==> config.mk <==
export PLATFORM = sky130hd
export DESIGN_NAME = alu_seq_ctrl
export DESIGN_NICKNAME = d
export VERILOG_FILES = /design/src/rtl/alu_seq_ctrl.sv
export SDC_FILE = /design/constraint.sdc
export NUM_CORES = 1
export LEC_CHECK = 0
export BUFFER_PORTS_ARGS = -buffer_cell sky130_fd_sc_hd__buf_2
export CORE_UTILIZATION = 48
export DETAILED_ROUTE_END_ITERATION = 8
export PLACE_DENSITY = 0.73
export SLEW_MARGIN = 20
export SYNTH_ARGS = -nofsm -noshare
export SYNTH_HDL_FRONTEND = slang
export SYNTH_SLANG_ARGS = --single-unit
==> constraint.sdc <==
create_clock -name clock -period 2.05 [get_ports clock]
set_input_delay 0.41 -clock clock [delete_from_list [all_inputs] [get_ports clock]]
set_output_delay 0.41 -clock clock [all_outputs]
set_load 0.1 [all_outputs]
==> src/rtl/alu_seq_ctrl.sv <==
// alu_seq_ctrl: multi-cycle sequencer for the Mini-SRC ALU and its Y/Z/HI/LO
// registers. Accepts one R-format request and steps the datapath strobes
// through load-A, execute, and write-back. All outputs are registered and
// decoded from the next state, so they line up with the state register.
//
// state | meaning
// ------+-----------------------------------------------------------------
// IDLE  | waiting for start; all strobes low
// LDA   | ra onto the bus, load Y
// EXEC  | rb onto the bus, ALU opcode driven; Z loads on the last cycle
// WLO   | Z_LO onto the bus; write rc, or LO for mul/div
// WHI   | Z_HI onto the bus, load HI (mul/div only)
// FIN   | one-cycle done pulse; illegal flagged for undefined opcodes
module alu_seq_ctrl #(
  parameter int WAIT_MULDIV = 2
) (
  input  logic       clock,
  input  logic       clear_n,
  input  logic       start,
  input  logic [4:0] opcode,
  input  logic [3:0] ra,
  input  logic [3:0] rb,
  input  logic [3:0] rc,
  output logic       busy,
  output logic       done,
  output logic       illegal,
  output logic [3:0] rf_rd_sel,
  output logic       rf_out,
  output logic       y_in,
  output logic [4:0] alu_opcode,
  output logic       incpc,
  output logic       z_in,
  output logic       z_lo_out,
  output logic       z_hi_out,
  output logic       rf_in,
  output logic [3:0] rf_wr_sel,
  output logic       lo_in,
  output logic       hi_in
);

  typedef enum logic [2:0] {
    S_IDLE, S_LDA, S_EXEC, S_WLO, S_WHI, S_FIN
  } state_t;

  localparam logic [2:0] WAIT_CNT = 3'(WAIT_MULDIV);

  state_t     state, state_d;
  logic [2:0] cnt, cnt_d;
  logic [4:0] op_q, op_d;
  logic [3:0] ra_q, ra_d, rb_q, rb_d, rc_q, rc_d;
  logic       ill_q, ill_d;

  function automatic logic is_muldiv(input logic [4:0] op);
    return (op == 5'b01111) || (op == 5'b10000);
  endfunction

  function automatic logic is_unary(input logic [4:0] op);
    return (op == 5'b10001) || (op == 5'b10010);
  endfunction

  function automatic logic is_binary(input logic [4:0] op);
    return ((op >= 5'b00011) && (op <= 5'b01011)) || is_muldiv(op);
  endfunction

  // IncPC is never used by this sequencer.
  assign incpc = 1'b0;

  // Next-state, counter and request-latch logic.
  always_comb begin
    state_d = state;
    cnt_d   = cnt;
    op_d    = op_q;
    ra_d    = ra_q;
    rb_d    = rb_q;
    rc_d    = rc_q;
    ill_d   = ill_q;
    case (state)
      S_IDLE: begin
        if (start) begin
          op_d  = opcode;
          ra_d  = ra;
          rb_d  = rb;
          rc_d  = rc;
          ill_d = 1'b0;
          cnt_d = 3'd0;
          if (is_binary(opcode)) begin
            state_d = S_LDA;
          end else if (is_unary(opcode)) begin
            state_d = S_EXEC;
          end else begin
            state_d = S_FIN;
            ill_d   = 1'b1;
          end
        end
      end
      S_LDA: begin
        state_d = S_EXEC;
        cnt_d   = is_muldiv(op_q) ? WAIT_CNT : 3'd0;
      end
      S_EXEC: begin
        if (cnt == 3'd0) state_d = S_WLO;
        else             cnt_d   = cnt - 3'd1;
      end
      S_WLO:   state_d = is_muldiv(op_q) ? S_WHI : S_FIN;
      S_WHI:   state_d = S_FIN;
      S_FIN: begin
        state_d = S_IDLE;
        ill_d   = 1'b0;
      end
      default: state_d = S_IDLE;
    endcase
  end

  // State register plus outputs decoded from the next state.
  always_ff @(posedge clock or negedge clear_n) begin
    if (!clear_n) begin
      state      <= S_IDLE;
      cnt        <= 3'd0;
      op_q       <= 5'd0;
      ra_q       <= 4'd0;
      rb_q       <= 4'd0;
      rc_q       <= 4'd0;
      ill_q      <= 1'b0;
      busy       <= 1'b0;
      done       <= 1'b0;
      illegal    <= 1'b0;
      rf_rd_sel  <= 4'd0;
      rf_out     <= 1'b0;
      y_in       <= 1'b0;
      alu_opcode <= 5'd0;
      z_in       <= 1'b0;
      z_lo_out   <= 1'b0;
      z_hi_out   <= 1'b0;
      rf_in      <= 1'b0;
      rf_wr_sel  <= 4'd0;
      lo_in      <= 1'b0;
      hi_in      <= 1'b0;
    end else begin
      state      <= state_d;
      cnt        <= cnt_d;
      op_q       <= op_d;
      ra_q       <= ra_d;
      rb_q       <= rb_d;
      rc_q       <= rc_d;
      ill_q      <= ill_d;
      busy       <= (state_d != S_IDLE);
      done       <= (state_d == S_FIN);
      illegal    <= (state_d == S_FIN) && ill_d;
      rf_rd_sel  <= (state_d == S_LDA)  ? ra_d :
                    (state_d == S_EXEC) ? rb_d : 4'd0;
      rf_out     <= (state_d == S_LDA) || (state_d == S_EXEC);
      y_in       <= (state_d == S_LDA);
      alu_opcode <= (state_d == S_EXEC) ? op_d : 5'd0;
      z_in       <= (state_d == S_EXEC) && (cnt_d == 3'd0);
      z_lo_out   <= (state_d == S_WLO);
      z_hi_out   <= (state_d == S_WHI);
      rf_in      <= (state_d == S_WLO) && !is_muldiv(op_d);
      rf_wr_sel  <= ((state_d == S_WLO) && !is_muldiv(op_d)) ? rc_d : 4'd0;
      lo_in      <= (state_d == S_WLO) && is_muldiv(op_d);
      hi_in      <= (state_d == S_WHI);
    end
  end

endmodule

==> metrics.txt, run 1 <==
status=completed; Placed Area=0.00240 mm^2; CTS Hold Buffers Added=0; drt first pass iters=4; CTS Buf Count=5; max-cap viol count=0; Core ar.=0.00406 mm^2; first-pass GRT wire length=6540 um; DR DRC count=0; crit-path max FO=5; top post-synthesis cells by count=dfrtp_1 (47), mux2_2 (17), nor2_1 (12); Antenna Nets Post-Route=0; Chip Width=67.3 um; Pins Over Slew Limit=0; Post-Route WL=4160 um; Post-Synthesis Cell Area=0.00205 mm^2; post-DR wirelength/cell=14.5 um; port bufs=43; Synth async-reset ratio=100%; Syn Nets=196; critical path endpoint category=flop; clk sink count=47; Hold Fails Final Rpt=0; most frequent cell after synthesis=dfrtp_1; I/O pin count=45; DR vias=1502; Syn Inst Count=174; Clock Tree Buf Depth=2; upper clock frequency limit=0.499 GHz; GR Overflow Total=0; CTS tree=yes; 1st-iter DRT viols=89; post-route minimum period=2.01 ns; CTS root buffer=clkbuf_8; die area=0.00453 mm^2; gr usage total=20.3%; Mean Syn Cell Area=11.8 um^2; final instance area=0.00257 mm^2; Clk pin slew, worst setup/hold paths=0.08 ns; htree depth=2; largest net degree at the start of global routing=24; Worst setup SP type=flop; Least-Margin Pin Slew=0.518 ns; CP arrival=2.21 ns; fraction of layout cells with a size suffix above 1=40.3%; Worst-Skew Late Latency=0.31 ns; data required time of the worst path=2.26 ns; final clock period utilization by the worst path=97.8%; Yosys reg bits=47; Distinct cells, synth=44; Rel. slew slack=65.3%; Synth top area share=57.4%; Yosys top cell by area=dfrtp_1; # rows=23; EDFF count, synth=0; vias in the first global route=1470; Layout area overhead=25.7%; setup_tns=0 ns; initial core utilization=50.5%; critical path class=flop to flop; Seq/Total Area, Yosys=57.4%; clock skew=0.00504 ns; Synth area leaders=dfrtp_1 (57%), mux2_2 (9.3%), nor2b_1 (3.1%), nand2b_1 (2.4%), nor2_1 (2.2%); Post-synth top flop=dfrtp_1; FILL cells=319; Final HPWL DP=2910 um; vias per inst=5.25; Nets=257; routability cong.=0.855; Finish-stage setup viols=0; initial antenna violation count=0; RSZ-0062 raised after global routing=yes; diode count=0; Finished Core Util=63.4%; hold slack=0.0611 ns; die height=67.3 um; worst hold-check path type=input port to asynchronous set/reset pin; synth warn=0
-- critical path, cell delays in order, from the launching register on --
cell	delay, ns
dfrtp_1	0.41
nor4b_4	0.40
mux2_4	0.36
or4_4	0.56
nand3_4	0.11
nor2b_1	0.06
-- final cells by class --
cell class                      instances  area, um^2  area share, %
Sequential cell                        47        1180           45.7
Multi-Input combinational cell        112         810           31.5
Clock buffer                            6        82.6           3.21
Timing Repair Buffer                   63         382           14.8
Inverter                                6        22.5          0.875
Tap cell                               50        62.6           2.43
Clock inverter                          2        38.8           1.51
-- through the flow --
stage / cells / worst slack (ns)
after global routing: 286 / -0.0574
after CTS: 283 / 0.0276
after global placement: 275 / -0.0316
final: 286 / 0.0441
after detailed placement: 275 / -0.0804
after floorplan: 174 / 0.0887
-- path summary, 6_finish.rpt --
path                            cells after the start           end  slack [ns]  startpoint
worst max-delay path                                5  rf_wr_sel[2]        0.04    state[1]
min in group clock                                  2       rc_q[1]        0.35       rc[1]
worst min register to register                      1       rc_q[1]        0.51     rc_q[1]
max in group asynchronous                           2       illegal        1.43     clear_n
worst min-delay path                                1        cnt[2]        0.06     clear_n
worst max register to register                      5  rf_wr_sel[2]        0.04    state[1]
-- sequential cells by signal, indices dropped and copies added, names as in the netlist, 3 cells and up --
| signal | count |
|---|---|
| alu_opcode | 5 |
| op_q | 5 |
| ra_q | 4 |
| rb_q | 4 |
| rc_q | 4 |
| rf_rd_sel | 4 |
| rf_wr_sel | 4 |
| cnt | 3 |
| state | 3 |
-- layer usage --
layer  wire, um  GRT usage, %
met3        242          6.08
met1       1860          24.5
met5          0             0
met4        104          13.0
met2       1950          31.4
-- kinds of logic (layout without fill, tap and decap cells) --
kind of cell             Yosys count  after routing  synth area share, %
XOR/XNOR                           1              1                0.428
other                              1              1                0.183
multiplexers                      19             19                 10.3
AND/OR/NAND/NOR                   65             65                 19.0
buffers and inverters             15             77                 3.60
flip-flops                        47             47                 57.4
adder cells (fa/ha/maj)            2              2                 1.22
AO/OA/AOI/OAI                     24             24                 7.82
-- layout by cell type (no fill, tap or decap), types with 2 or more instances in the layout --
cell,instances
dfrtp_1,47
buf_2,43
buf_4,18
mux2_2,16
nor2_1,12
nand2_1,11
nor2b_1,10
nand2b_1,8
a21oi_1,8
inv_1,6
clkbuf_8,6
nand4_1,4
and3_1,3
o21ai_0,3
or4b_2,2
nand3b_1,2
nand3_1,2
a21o_1,2
mux2i_1,2
ha_1,2
-- repair_timing --
item	CTS	global route
setup buffers	0	3
gates resized for setup	2	2
pin swaps	1	1
endpoints found under the setup margin	4	10
cloned	0	0
Power of run 1 is not shown: default switching activity piles up to over one toggle a cycle in this logic, so the estimate is an artifact.
==> run 2, diff against run 1 <==
REMOVE_ABC_BUFFERS = 1   (was unset)
==> metrics.txt, run 2 (same netlist as run 1, synthesis figures left out) <==
Clock Tree Buf Depth=2 (unchanged); Pins Over Slew Limit=0 (unchanged); first-pass GRT wire length=6580 um (was 6540 um); commonest cells after routing, fill and taps aside=dfrtp_1 (47), buf_2 (43), buf_4 (22) (was dfrtp_1 (47), buf_2 (43), buf_4 (18)); Hold Fails Final Rpt=0 (unchanged); I/O pin count=45 (unchanged); htree depth=2 (unchanged); worst hold-check path type=input port to asynchronous set/reset pin (unchanged); routability cong.=0.852 (was 0.855); Layout area overhead=26.2% (was 25.7%); CTS Buf Count=5 (unchanged); # rows=23 (unchanged); post-route minimum period=2.02 ns (was 2.01 ns); CP arrival=2.21 ns (about the same); Post-Route WL=4080 um (was 4160 um); largest registers=alu_opcode x5, op_q x5 (unchanged); gr usage total=20.2% (was 20.3%); Nets=260 (was 257); largest net degree at the start of global routing=28 (was 24); Chip Width=67.3 um (unchanged); clk sink count=47 (unchanged); final clock period utilization by the worst path=98.5% (was 97.8%); upper clock frequency limit=0.495 GHz (was 0.499 GHz); vias per inst=5.20 (was 5.25); DR DRC count=0 (unchanged); critical path endpoint category=flop (unchanged); status=completed (unchanged); initial antenna violation count=0 (unchanged); CTS tree=yes (unchanged); Clk pin slew, worst setup/hold paths=0.09 ns (was 0.08 ns); crit-path max FO=5 (unchanged); Reg2Reg Depth=6 (was 5); fraction of layout cells with a size suffix above 1=41.4% (was 40.3%); GR Overflow Total=0 (unchanged); CTS Hold Buffers Added=0 (unchanged); max-cap viol count=0 (unchanged); Core ar.=0.00406 mm^2 (unchanged); Worst setup SP type=flop (unchanged); CTS root buffer=clkbuf_8 (unchanged); Setup WS pre-CTS=-0.0602 ns (was -0.0804 ns); data required time of the worst path=2.25 ns (was 2.26 ns); initial core utilization=50.5% (unchanged); RSZ-0062 raised after global routing=yes (unchanged); clock skew=0.00671 ns (was 0.00504 ns); vias in the first global route=1445 (was 1470); fin worst setup slack=0.0317 ns (was 0.0441 ns); die area=0.00453 mm^2 (unchanged); critical path class=flop to flop (unchanged); commonest non-fill, non-tap cell in the layout=dfrtp_1 (unchanged); drt first pass iters=4 (unchanged); Antenna Nets Post-Route=0 (unchanged); die height=67.3 um (unchanged); post-DR wirelength/cell=14.1 um (was 14.5 um); Final HPWL DP=2850 um (was 2910 um); Finish-stage setup viols=0 (unchanged); 1st-iter DRT viols=48 (was 89); DR vias=1502 (unchanged); port bufs=43 (unchanged); diode count=0 (unchanged); Worst-Skew Late Latency=0.30 ns (was 0.31 ns)
## run 2: worst paths after layout
check,slack (ns),start,end
setup / recovery,0.03,state[2],rf_wr_sel[1]
hold / removal,0.06,clear_n,rf_out
setup reg to reg,0.03,state[2],rf_wr_sel[1]
hold reg to reg,0.51,ra_q[2],ra_q[2]
max in group asynchronous,1.48,clear_n,state[0]
min in group clock,0.35,rb[2],rb_q[2]
## run 2: worst max-delay path: stages, from the launching register on
cell	delay, ns
dfrtp_1	0.42
nor4b_4	0.27
buf_4	0.18
mux2_4	0.31
or4_4	0.56
nand3_4	0.11
nor2b_1	0.06
## run 2: what timing repair did
| item | CTS | global route |
|---|---|---|
| setup endpoints to repair | 1 | 12 |
| gates resized for setup | 1 | 3 |
| setup buffers | 0 | 2 |
| pin swaps | 1 | 3 |
## run 2: stage by stage
step           instance area (um^2)  utilization (%)  setup TNS (ns)  std cells  hold slack, ns
6_report                       2580             63.7               0        289          0.0627
5_1_grt                        2580             63.7          -0.137        289          0.0870
4_1_cts                        2550             62.9               0        287          0.0809
3_5_place_dp                   2440             60.3          -0.246        279           0.401
3_3_place_gp                   2440             60.3         -0.0778        279           0.393
2_1_floorplan                  2000                -           -5.86        165           0.114
## run 2: area by class of cell
type / count / area (um^2)
multi-input combinational: 112 / 820
fill: 323 / 1470
inverter: 6 / 22.5
sequential: 47 / 1180
timing repair buffer: 66 / 400
clock buffer: 7 / 96.3
tap: 50 / 62.6
clock inverter: 1 / 7.51
## run 2: per-layer routing
layer  vias to the layer above  part of all wire, %  global-route usage [%]
met5                         -                    0                       0
met1                       721                   46                    26.1
li1                        729                    -                       -
met4                         0                  1.5                    6.91
met3                         8                  5.7                    5.74
met2                        44                   47                    32.5
Power of run 2 is left out for the same reason.
==> run 3, diff against run 2 <==
CORE_UTILIZATION = 50   (was 48)
CTS_BUF_LIST = sky130_fd_sc_hd__clkbuf_8   (was unset)
PLACE_DENSITY = 0.75   (was 0.73)
==> metrics.txt, run 3 (same netlist as run 1, synthesis figures left out) <==
diode count=0 (unchanged); vias per inst=5.29 (was 5.20); Reg2Reg Depth=6 (unchanged); largest net degree at the start of global routing=48 (was 28); Clock Tree Buf Depth=2 (unchanged); crit-path max cell delay=0.50 ns (was 0.56 ns); final clock period utilization by the worst path=100% (was 98.5%); post-route minimum period=2.06 ns (was 2.02 ns); Crit path buffers/inverters=1 (unchanged); largest registers=alu_opcode x5, op_q x5 (unchanged); post-DR wirelength/cell=14.3 um (was 14.1 um); gr usage total=21.4% (was 20.2%); CTS root buffer=clkbuf_8 (unchanged); commonest non-fill, non-tap cell in the layout=dfrtp_1 (unchanged); Chip Width=66.0 um (was 67.3 um); status=finished, violations left (was completed); CTS Buf Count=5 (unchanged); clock skew=0.00497 ns (was 0.00671 ns); upper clock frequency limit=0.486 GHz (was 0.495 GHz); max-cap viol count=0 (unchanged); drt first pass iters=4 (unchanged); crit-path max FO=5 (unchanged); Layout area overhead=23.4% (was 26.2%); fin worst setup slack=-0.00869 ns (was 0.0317 ns); worst hold-check path type=input port to asynchronous set/reset pin (unchanged); Final HPWL DP=2980 um (was 2850 um); critical path endpoint category=flop (unchanged); commonest cells after routing, fill and taps aside=dfrtp_1 (47), buf_2 (43), buf_4 (19) (was dfrtp_1 (47), buf_2 (43), buf_4 (22)); clk sink count=47 (unchanged); Nets=256 (was 260); Finish-stage setup viols=2 (was 0); Rel. slew slack=62.2%; initial antenna violation count=0 (unchanged); worst r2r src=state[0] (was state[2]); Worst path slowest cell=or4_4 (unchanged); htree depth=2 (unchanged); CP arrival=2.24 ns (was 2.21 ns); Reg-to-Reg End=rf_wr_sel[1] (unchanged); Clk pin slew, worst setup/hold paths=0.08 ns (was 0.09 ns); critical path class=flop to flop (unchanged); Least-Margin Pin Slew=0.568 ns; Antenna Nets Post-Route=0 (unchanged); Worst setup SP type=flop (unchanged); die height=66.0 um (was 67.3 um); GR Overflow Total=0 (unchanged); routability cong.=0.851 (was 0.852); # rows=22 (was 23); Pins Over Slew Limit=0 (unchanged); DR DRC count=0 (unchanged); worst reg-to-reg setup slack=-0.009 ns (was 0.03 ns); Post-Route WL=4050 um (was 4080 um); port bufs=43 (unchanged); data required time of the worst path=2.23 ns (was 2.25 ns); RSZ-0062 raised after global routing=yes (unchanged); first-pass GRT wire length=6990 um (was 6580 um); CTS tree=yes (unchanged); critical path cell sequence=nor4b_4 > buf_4 > mux2_4 > or4_4 > nand3_4 > nor2b_1 (unchanged); Cells after DPL=273 (was 279); failing checks=negative setup slack; fraction of layout cells with a size suffix above 1=40.0% (was 41.4%); vias in the first global route=1564 (was 1445); initial core utilization=53.9% (was 50.5%); I/O pin count=45 (unchanged); Top Family by Delay on Critical Path=simple AND/OR/NAND/NOR gates (unchanged); 1st-iter DRT viols=69 (was 48); Core ar.=0.00380 mm^2 (was 0.00406 mm^2); fin cells=283 (was 289); Worst-Skew Late Latency=0.29 ns (was 0.30 ns); DR vias=1497 (was 1502); die area=0.00436 mm^2 (was 0.00453 mm^2); Hold Fails Final Rpt=0 (unchanged)
-- run 3: cell count changes in the layout (fill, tap and decap cells not counted), sizes merged --
cell,previous run,this run
buf,66,62
clkbuf,7,6
clkinv,0,1
clkinvlp,1,0
inv,6,7
-- run 3: cell type report --
class | instances | area, um^2
flip-flops and latches | 47 | 1180
clock buffers | 6 | 82.6
repair buffers | 62 | 358
inverters | 6 | 22.5
multi-input cells | 112 | 816
fillers | 298 | 1270
clock inverters | 2 | 12.5
well taps | 48 | 60.1
-- run 3: timing repair --
item	in CTS	in global routing
gates cloned	0	0
hold buffers	0	0
resized for setup	2	1
pin swaps	1	2
setup endpoints to repair	5	17
setup buffers	1	1
-- run 3: worst max-delay path by stage --
stage               slack, ns      from            to  cells past startpoint
global placement        -0.02     start  rf_wr_sel[1]                      6
finish                 -0.009  state[0]  rf_wr_sel[1]                      6
global route            -0.09  state[2]  rf_wr_sel[1]                      7
detailed placement       -0.1     start  rf_wr_sel[1]                      6
floorplan               -0.56  state[1]  rf_wr_sel[0]                      5
CTS                     0.003  state[2]  rf_wr_sel[1]                      6
-- run 3: worst register-to-register path, stage by stage (launching register included) --
cell and delay (ns):
dfrtp_1 0.41, nor4b_4 0.39, buf_4 0.18, mux2_4 0.29, or4_4 0.50, nand3_4 0.12
nor2b_1 0.06
-- run 3: per-layer routing --
metal | share of wire [%] | GRT usage [%] | vias up
met4 | 1.8 | 7.98 | 0
met1 | 42 | 26.1 | 716
li1 | - | - | 718
met2 | 50 | 36.0 | 53
met3 | 6.4 | 6.03 | 10
met5 | 0 | 0 | -
-- run 3: stage by stage --
stage                     hold WS (ns)  TNS, ns  cell area [um^2]  util (%)  worst slack (ns)
after floorplan                  0.114    -5.86              2000         -            -0.565
after global placement           0.477  -0.0644              2400      63.2           -0.0152
after detailed placement         0.482   -0.470              2400      63.2           -0.0964
after CTS                        0.214        0              2510      66.2           0.00268
after global routing             0.258   -0.431              2530      66.5           -0.0888
final                            0.197  -0.0129              2530      66.5          -0.00869
Power of run 3 is left out for the same reason.
